$ cat config.mk
export PLATFORM = sky130hd
export DESIGN_NAME = ball_renderer
export DESIGN_NICKNAME = d
export VERILOG_FILES = /design/src/rtl/gravsim_pkg.sv /design/src/rtl/body_hit_pipe.sv /design/src/rtl/ball_renderer.sv
export SDC_FILE = /design/constraint.sdc
export NUM_CORES = 2
export LEC_CHECK = 0
export CORE_ASPECT_RATIO = 1.1
export CORE_MARGIN = 8
export CORE_UTILIZATION = 45
export DETAILED_ROUTE_END_ITERATION = 10
export HOLD_SLACK_MARGIN = 0.08
export PLACE_DENSITY = 0.72
export SLEW_MARGIN = 30
export SYNTH_ARGS = -nofsm -noshare
export SYNTH_HDL_FRONTEND = slang
export SYNTH_SLANG_ARGS = --single-unit
$ cat constraint.sdc
create_clock -name Clk -period 13.4 [get_ports Clk]
set_input_delay 2.68 -clock Clk [delete_from_list [all_inputs] [get_ports Clk]]
set_output_delay 2.68 -clock Clk [all_outputs]
set_load 0.02 [all_outputs]
$ cat src/rtl/gravsim_pkg.sv
// Shared types and register-map constants for the gravity-sim display path.
package gravsim_pkg;

  localparam int unsigned COORD_W       = 10;
  localparam int unsigned REG_W         = 32;
  localparam int unsigned X_LSB         = 0;
  localparam int unsigned Y_LSB         = 16;
  localparam int unsigned EN_BIT        = 31;
  localparam int unsigned CTRL_ADDR_OFS = 0;

  typedef struct packed {
    logic               enable;
    logic [COORD_W-1:0] y;
    logic [COORD_W-1:0] x;
  } body_t;

  // Software-visible image of a body register; unused bits read as zero.
  function automatic logic [REG_W-1:0] pack_body(input body_t b);
    logic [REG_W-1:0] r;
    r                   = '0;
    r[X_LSB +: COORD_W] = b.x;
    r[Y_LSB +: COORD_W] = b.y;
    r[EN_BIT]           = b.enable;
    return r;
  endfunction

endpackage

$ cat src/rtl/body_hit_pipe.sv
// Per-body two-stage distance-squared pipeline; hit flag is the stage-3 compare.
module body_hit_pipe
  import gravsim_pkg::*;
#(
  parameter int unsigned RADIUS = 4
) (
  input  logic               Clk,
  input  logic               Reset,
  input  body_t              body_i,
  input  logic [COORD_W-1:0] draw_x_i,
  input  logic [COORD_W-1:0] draw_y_i,
  output logic               hit_o
);

  localparam int unsigned DIFF_W = COORD_W + 1;
  localparam int unsigned SUM_W  = 2 * COORD_W + 1;
  localparam logic [SUM_W-1:0] R_SQ = SUM_W'(RADIUS * RADIUS);

  logic signed [DIFF_W-1:0] dx_c, dy_c;
  logic [COORD_W-1:0]       adx_d, adx_q, ady_d, ady_q;
  logic [SUM_W-1:0]         adx_w, ady_w, sq_d, sq_q;
  logic                     en1_q, en2_q;

  // Signed differences so bodies near the screen edge clip instead of wrapping.
  always_comb begin
    dx_c  = $signed({1'b0, draw_x_i}) - $signed({1'b0, body_i.x});
    dy_c  = $signed({1'b0, draw_y_i}) - $signed({1'b0, body_i.y});
    adx_d = dx_c[DIFF_W-1] ? COORD_W'(-dx_c) : dx_c[COORD_W-1:0];
    ady_d = dy_c[DIFF_W-1] ? COORD_W'(-dy_c) : dy_c[COORD_W-1:0];
  end

  always_comb begin
    adx_w = SUM_W'(adx_q);
    ady_w = SUM_W'(ady_q);
    sq_d  = adx_w * adx_w + ady_w * ady_w;
  end

  always_ff @(posedge Clk or posedge Reset) begin
    if (Reset) begin
      adx_q <= '0;
      ady_q <= '0;
      en1_q <= 1'b0;
      sq_q  <= '0;
      en2_q <= 1'b0;
    end else begin
      adx_q <= adx_d;
      ady_q <= ady_d;
      en1_q <= body_i.enable;
      sq_q  <= sq_d;
      en2_q <= en1_q;
    end
  end

  assign hit_o = en2_q && (sq_q <= R_SQ);

endmodule

$ cat src/rtl/ball_renderer.sv
// Avalon-mapped body registers with vsync-aligned commit, feeding per-body hit
// pipelines and a lowest-index priority encoder for color_mapper.
module ball_renderer
  import gravsim_pkg::*;
#(
  parameter int unsigned N_BODIES = 4,
  parameter int unsigned RADIUS   = 4
) (
  input  logic        Clk,
  input  logic        Reset,
  input  logic        wr_en,
  input  logic [3:0]  wr_addr,
  input  logic [31:0] wr_data,
  input  logic [3:0]  rd_addr,
  output logic [31:0] rd_data,
  input  logic        VGA_VS,
  input  logic [9:0]  DrawX,
  input  logic [9:0]  DrawY,
  output logic        is_ball,
  output logic [3:0]  ball_id,
  output logic [15:0] frame_count
);

  localparam int unsigned ADDR_W = 5;
  localparam int unsigned ID_W   = 4;
  localparam int unsigned FC_W   = 16;
  localparam logic [ADDR_W-1:0] CTRL_ADDR = ADDR_W'(N_BODIES + CTRL_ADDR_OFS);

  body_t             shadow_q [N_BODIES];
  body_t             shadow_d [N_BODIES];
  body_t             active_q [N_BODIES];
  body_t             active_d [N_BODIES];
  logic              pending_q, pending_d;
  logic              vs_q;
  logic [FC_W-1:0]   frame_q, frame_d;
  logic              vs_fall_c;
  logic [ADDR_W-1:0] wr_addr_w, rd_addr_w;

  logic [N_BODIES-1:0] hit_c;
  logic                is_ball_q, is_ball_d;
  logic [ID_W-1:0]     ball_id_q, ball_id_d;
  logic                unused_wr_bits;

  assign unused_wr_bits = ^wr_data;
  assign wr_addr_w      = {1'b0, wr_addr};
  assign rd_addr_w      = {1'b0, rd_addr};
  assign vs_fall_c      = vs_q & ~VGA_VS;

  // Commit copies pre-write shadow; a same-cycle commit write re-arms pending.
  always_comb begin
    shadow_d  = shadow_q;
    active_d  = active_q;
    pending_d = pending_q;
    frame_d   = frame_q;
    if (vs_fall_c) begin
      frame_d = frame_q + FC_W'(1);
      if (pending_q) begin
        active_d  = shadow_q;
        pending_d = 1'b0;
      end
    end
    if (wr_en) begin
      for (int unsigned i = 0; i < N_BODIES; i++) begin
        if (wr_addr_w == ADDR_W'(i)) begin
          shadow_d[i].x      = wr_data[X_LSB +: COORD_W];
          shadow_d[i].y      = wr_data[Y_LSB +: COORD_W];
          shadow_d[i].enable = wr_data[EN_BIT];
        end
      end
      if (wr_addr_w == CTRL_ADDR && wr_data[0]) begin
        pending_d = 1'b1;
      end
    end
  end

  always_comb begin
    rd_data = '0;
    for (int unsigned i = 0; i < N_BODIES; i++) begin
      if (rd_addr_w == ADDR_W'(i)) begin
        rd_data = pack_body(shadow_q[i]);
      end
    end
    if (rd_addr_w == CTRL_ADDR) begin
      rd_data = {pending_q, 15'b0, frame_q};
    end
  end

  for (genvar g = 0; g < N_BODIES; g++) begin : g_body
    body_hit_pipe #(
      .RADIUS (RADIUS)
    ) u_pipe (
      .Clk      (Clk),
      .Reset    (Reset),
      .body_i   (active_q[g]),
      .draw_x_i (DrawX),
      .draw_y_i (DrawY),
      .hit_o    (hit_c[g])
    );
  end

  // Lowest index wins when discs overlap.
  always_comb begin
    is_ball_d = |hit_c;
    ball_id_d = '0;
    for (int i = N_BODIES - 1; i >= 0; i--) begin
      if (hit_c[i]) begin
        ball_id_d = ID_W'(i);
      end
    end
  end

  always_ff @(posedge Clk or posedge Reset) begin
    if (Reset) begin
      for (int i = 0; i < N_BODIES; i++) begin
        shadow_q[i] <= '0;
        active_q[i] <= '0;
      end
      pending_q <= 1'b0;
      vs_q      <= 1'b1;
      frame_q   <= '0;
      is_ball_q <= 1'b0;
      ball_id_q <= '0;
    end else begin
      shadow_q  <= shadow_d;
      active_q  <= active_d;
      pending_q <= pending_d;
      vs_q      <= VGA_VS;
      frame_q   <= frame_d;
      is_ball_q <= is_ball_d;
      ball_id_q <= ball_id_d;
    end
  end

  assign is_ball     = is_ball_q;
  assign ball_id     = ball_id_q;
  assign frame_count = frame_q;

endmodule

======== Word-level counts from Yosys, hierarchy flattened ========
Cells that the tools add are included.
word-level totals
  register bits after elaboration ......... 363
  output and inout port bits .............. 53
operators by class
  add/subtract/negate cells ............... 21
  multipliers ............................. 8
  magnitude comparators ................... 4
  equality and inequality tests ........... 8
  mux-type cells .......................... 20
  bitwise gates (word level) .............. 2
  reductions and logical operators ........ 13
operator list
  kind                                                              number
  multiplier 10 x 10 -> 20 bit                                      8
  two-way mux 32 bit                                                5
  subtractor 10 x 10 -> 11 bit                                      8
  adder 20 x 20 -> 21 bit                                           4
  less-or-equal comparator 21 x 5 -> 1 bit (second input constant)  4
  two-way mux 10 bit                                                8
  negator 10 bit                                                    8
  adder 16 x 1 -> 16 bit (second input constant)                    1
  == test 4 x 2 -> 1 bit (second input constant)                    4
  two-way mux 4 bit                                                 3
  zero test 5 bit                                                   2
  AND reduction 2 bit                                               5
  == test 4 x 1 -> 1 bit (second input constant)                    2
  == test 4 x 3 -> 1 bit (second input constant)                    2
  logical AND 1 bit                                                 5
  OR reduction 4 bit                                                1
  two-way mux 1 bit                                                 3
  two-way mux 2 bit                                                 1
  bitwise AND 1 bit                                                 1
  NOT 1 bit                                                         1

======== Depth between registers and ports, before layout ========
  word-level depth ........................ 6
  mapped depth ............................ 24

======== Cells and area by module ========
From an unflattened synthesis, not the netlist that was laid out.
second synthesis, totals
  cells, all modules ...................... 3954
  area total of the unflattened synthesis .. 40278.6 µm²
modules (own cells, without submodules)
  module                             instances  cells an instance  area an instance (µm²)  sequential area each (µm²)
  body_hit_pipe at g_body[3].u_pipe  1          858                8092.8                  1076.0
  body_hit_pipe at g_body[1].u_pipe  1          863                8085.3                  1076.0
  body_hit_pipe at g_body[2].u_pipe  1          856                8079.0                  1076.0
  ball_renderer                      1          526                8023.9                  4730.8
  body_hit_pipe at g_body[0].u_pipe  1          851                7997.7                  1076.0

======== Worst setup path after synthesis ========
Ideal clock, no wire load.
  path kind ............................... input -> output
  start ................................... in rd_addr[1]
  end ..................................... out rd_data[7]
  arrival time ............................ 3986 ps
  required time ........................... 10720 ps
  slack ................................... 6734 ps
  stages on the path ...................... 3
  buffers on the path ..................... 1
  cells stage by stage .................... buf_1 -> mux4_2 -> a22o_1
on the way
  word-level cells in the longest chain between the ends .. 6
  elaborated cells between the ends (all ways) .. 10
  classes of those cells .................. eq/ne (4); mux (5); reduce/logical (1)
RTL lines
  item                             RTL line             source
  start: declaration               ball_renderer.sv:14  input logic [3:0] rd_addr,
  zero test 5 bit                  ball_renderer.sv:79  if (rd_addr_w == ADDR_W'(i)) begin
  two-way mux 32 bit (4 in a row)  ball_renderer.sv:79
  two-way mux 32 bit (*)           ball_renderer.sv:83  if (rd_addr_w == CTRL_ADDR) begin
  end: declaration                 ball_renderer.sv:15  output logic [31:0] rd_data,
Every way passes the cells marked *; elsewhere a longest branch is shown, timed or not.

======== Final worst setup path ========
  start ................................... in rd_addr[1]
  end ..................................... out rd_data[0]
Same word-level chain as after synthesis.

==> results.tsv <==
metric	value	unit
status	completed	
hold slack	0.347	ns
Die H	328	um
CP max-delay cell	clkdlybuf4s50_1	
nets@finish	5007	
Synth Area in Adders	40.2	%
post-CTS resize count	0	
largest family of logic cells by synthesized area	adder cells	
Unique masters post-synth	69	
Worst slew margin	41.8	%
global-route wire length before repair	142000	um
setup bufs post-CTS	0	
CTS Buf Count	36	
setup violators final	0	
reg2reg end	g_body[0].u_pipe.sq_q[19]	
Worst-Margin Slew	0.873	ns
R2R Path Start	g_body[0].u_pipe.adx_q[4]	
port bufs	98	
hold path endpoint	g_body[3].u_pipe.en2_q	
met3 Track Usage GR	3.71	%
DRC viols	0	
GRT overflow	0	
drt pass-1 iters	6	
hold path cells	0	
GR Util met2	29.1	%
syn avg cell area	10.2	sq um
mux cell area share after synthesis	6.06	%
Placed Cells	5099	
non-filler instance count after layout	5166	
predominant post-synthesis flop cell	dfrtp_1	
worst path bufs/invs	3	
crit-path leading delay family	buffers and inverters	
setup TNS	0	ns
simple-gate area share of the yosys netlist	10.3	%
synth top area cells	fa_1 (26%), dfrtp_1 (23%), ha_1 (14%), inv_1 (7.8%), mux2_2 (4.9%)	
CP startpoint kind	primary input	
number of global-route vias before repair	28394	
DR vias	26356	
Crit path largest cell delay	0.61	ns
Clock transition at path regs	0.06	ns
period utilization	58.9	%
worst skew pair latency	0.54	ns
Vias/cell	5.10	
# H-tree levels	2	
Core Box Area	87900	sq um
CTS Sinks	361	
FP Rows	114	
YS warnings	0	
Initial DRC Count	1150	
GRT busiest layer	met2	
WL final	83100	um
root buffer cell	clkbuf_16	
HPWL reported at the end of detailed placement	68700	um
WL per Instance	16.1	um
most common cell after layout, fill and taps aside	inv_1	
RSZ-0062 raised after global routing	false	
gpl congestion	0.851	
Critical Path AT	5.21	ns
share of post-route cells with drive strength above 1	7.57	%
Yosys top cell by area	fa_1	
reg2reg path depth	21	
antenna-violating nets left	0	
Seq/Total Area, Yosys	22.7	%
gr usage total	17.5	%
Area Growth Syn to Fin	8.52	%
Syn Inst Count	3924	
Synth top area share	26.4	%
max-cap violations	0	
Initial Util	45.4	%
largest net degree at the start of global routing	159	
initial antenna violation count	7	
critical-path cell list	clkdlybuf4s50_1 > buf_4 > or2_2 > nor3b_2 > a22o_1 > clkdlybuf4s50_1	
die width	300	um
critical path class	in2out	
Worst Hold Launch	g_body[3].u_pipe.en1_q	
Core Util, Final	49.2	%
complex-gate fraction of the synthesized area	6.45	%
Async SR Flop Fraction	100	%
die area	98400	sq um
CTS tree	yes	
Achievable Freq	127	MHz
FILL cells	7985	
Setup Skew	0.0201	ns
Hold-fix buffers, CTS	0	
r2r setup slk	6.79	ns
commonest non-fill, non-tap cells in the layout	inv_1 (822), fa_1 (526), ha_1 (439)	
Global Route met1 Usage	23.1	%
most frequent CP cell	clkdlybuf4s50_1	
deepest clock path buffer count	3	
Hold WC Path Type	reg2reg	
Final Max Tran Viols	0	
Max Fanout on Critical Path	23	
Final Hold Viols	0	
area of the mapped netlist	39900	sq um
EDFF count, synth	0	
Post-Synth XOR/XNOR Area	5.51	%
io pins	117	
Yosys reg bits	361	
post-route minimum period	7.89	ns
Crit path required time	10.72	ns
CP endpoint kind	primary output	
==> layer usage <==
metal	vias up	wire, um
li1	12434	-
met1	13208	36400
met2	554	39300
met3	156	5190
met4	4	2220
met5	-	34
==> metrics by stage <==
stage | worst slack, ns | cell area [sq um]
CTS | 5.48 | 43200
global placement | 5.12 | 42000
floorplan | 0.703 | 39900
finish | 5.51 | 43300
global route | 5.37 | 43200
detailed placement | 5.50 | 42000
==> worst register-to-register path: stages, from the launching register on <==
cell,delay (ns)
dfrtp_1,0.51
inv_1,0.20
nor2_1,0.09
fa_1,0.60
inv_1,0.08
fa_1,0.53
inv_1,0.05
fa_1,0.48
fa_1,0.58
fa_1,0.46
fa_1,0.50
inv_1,0.06
fa_1,0.50
inv_1,0.04
ha_1,0.35
and3_1,0.21
nor2b_1,0.13
a31oi_1,0.23
nand3_1,0.16
a21bo_2,0.24
a221oi_1,0.34
xnor2_1,0.18
==> sequential cells by signal, indices dropped and copies added, names as in the netlist <==
name	flops
vs_q	1
ball_id	2
g_body.u_pipe.ady_q	40
frame_count	16
active_q	84
is_ball	1
shadow_q	84
g_body.u_pipe.sq_q	84
g_body.u_pipe.en2_q	4
g_body.u_pipe.en1_q	4
pending_q	1
g_body.u_pipe.adx_q	40
==> layout make-up <==
type	instances	area, sq um	share of cell area [%]
Multi-Input combinational cell	2646	27400	63.3
Antenna cell	3	7.51	0.0174
Sequential cell	361	9030	20.9
Clock buffer	47	982	2.27
Timing Repair Buffer	110	1100	2.55
Tap cell	1160	1450	3.36
Clock inverter	16	210	0.486
Inverter	823	3100	7.16
==> cell usage after synthesis (9+ instances only) <==
cell        n
a31oi_1    20
dfrtp_1   360
nor3_1     27
fa_1      526
nand3_1    33
a21oi_2     9
or2_2      13
a21o_1     67
and2_1    189
a21oi_1    97
nor2b_1    44
and3_1     17
xnor2_1   182
nand2_1   256
nor2_1    172
clkbuf_1   83
ha_1      439
nor4_1     15
mux4_2     18
or3_1      17
o21a_1     23
o22ai_1    10
inv_1     823
mux2_2    173
o21ai_0    75
nand4_1    13
o21bai_1   19
xor2_1     67
nand2b_1   22
==> worst max path at each step <==
stage	start	depth (start not counted)	end
finish	rd_addr[1]	6	rd_data[0]
global route	rd_addr[1]	6	rd_data[7]
global placement	rd_addr[1]	6	rd_data[0]
CTS	rd_addr[1]	6	rd_data[0]
floorplan	Reset	1	active_q[0]
detailed placement	rd_addr[1]	6	rd_data[0]
==> cell families (layout without fill, tap and decap cells) <==
logic type               after synthesis  after routing
other                                  1             10
AO/OA/AOI/OAI                        392            392
flip-flops                           361            361
adder cells (fa/ha/maj)              965            965
multiplexers                         197            197
XOR/XNOR                             250            250
buffers and inverters                923            996
AND/OR/NAND/NOR                      835            835
Power is not shown: default switching activity piles up to over one toggle a cycle in this logic, so the estimate is an artifact.
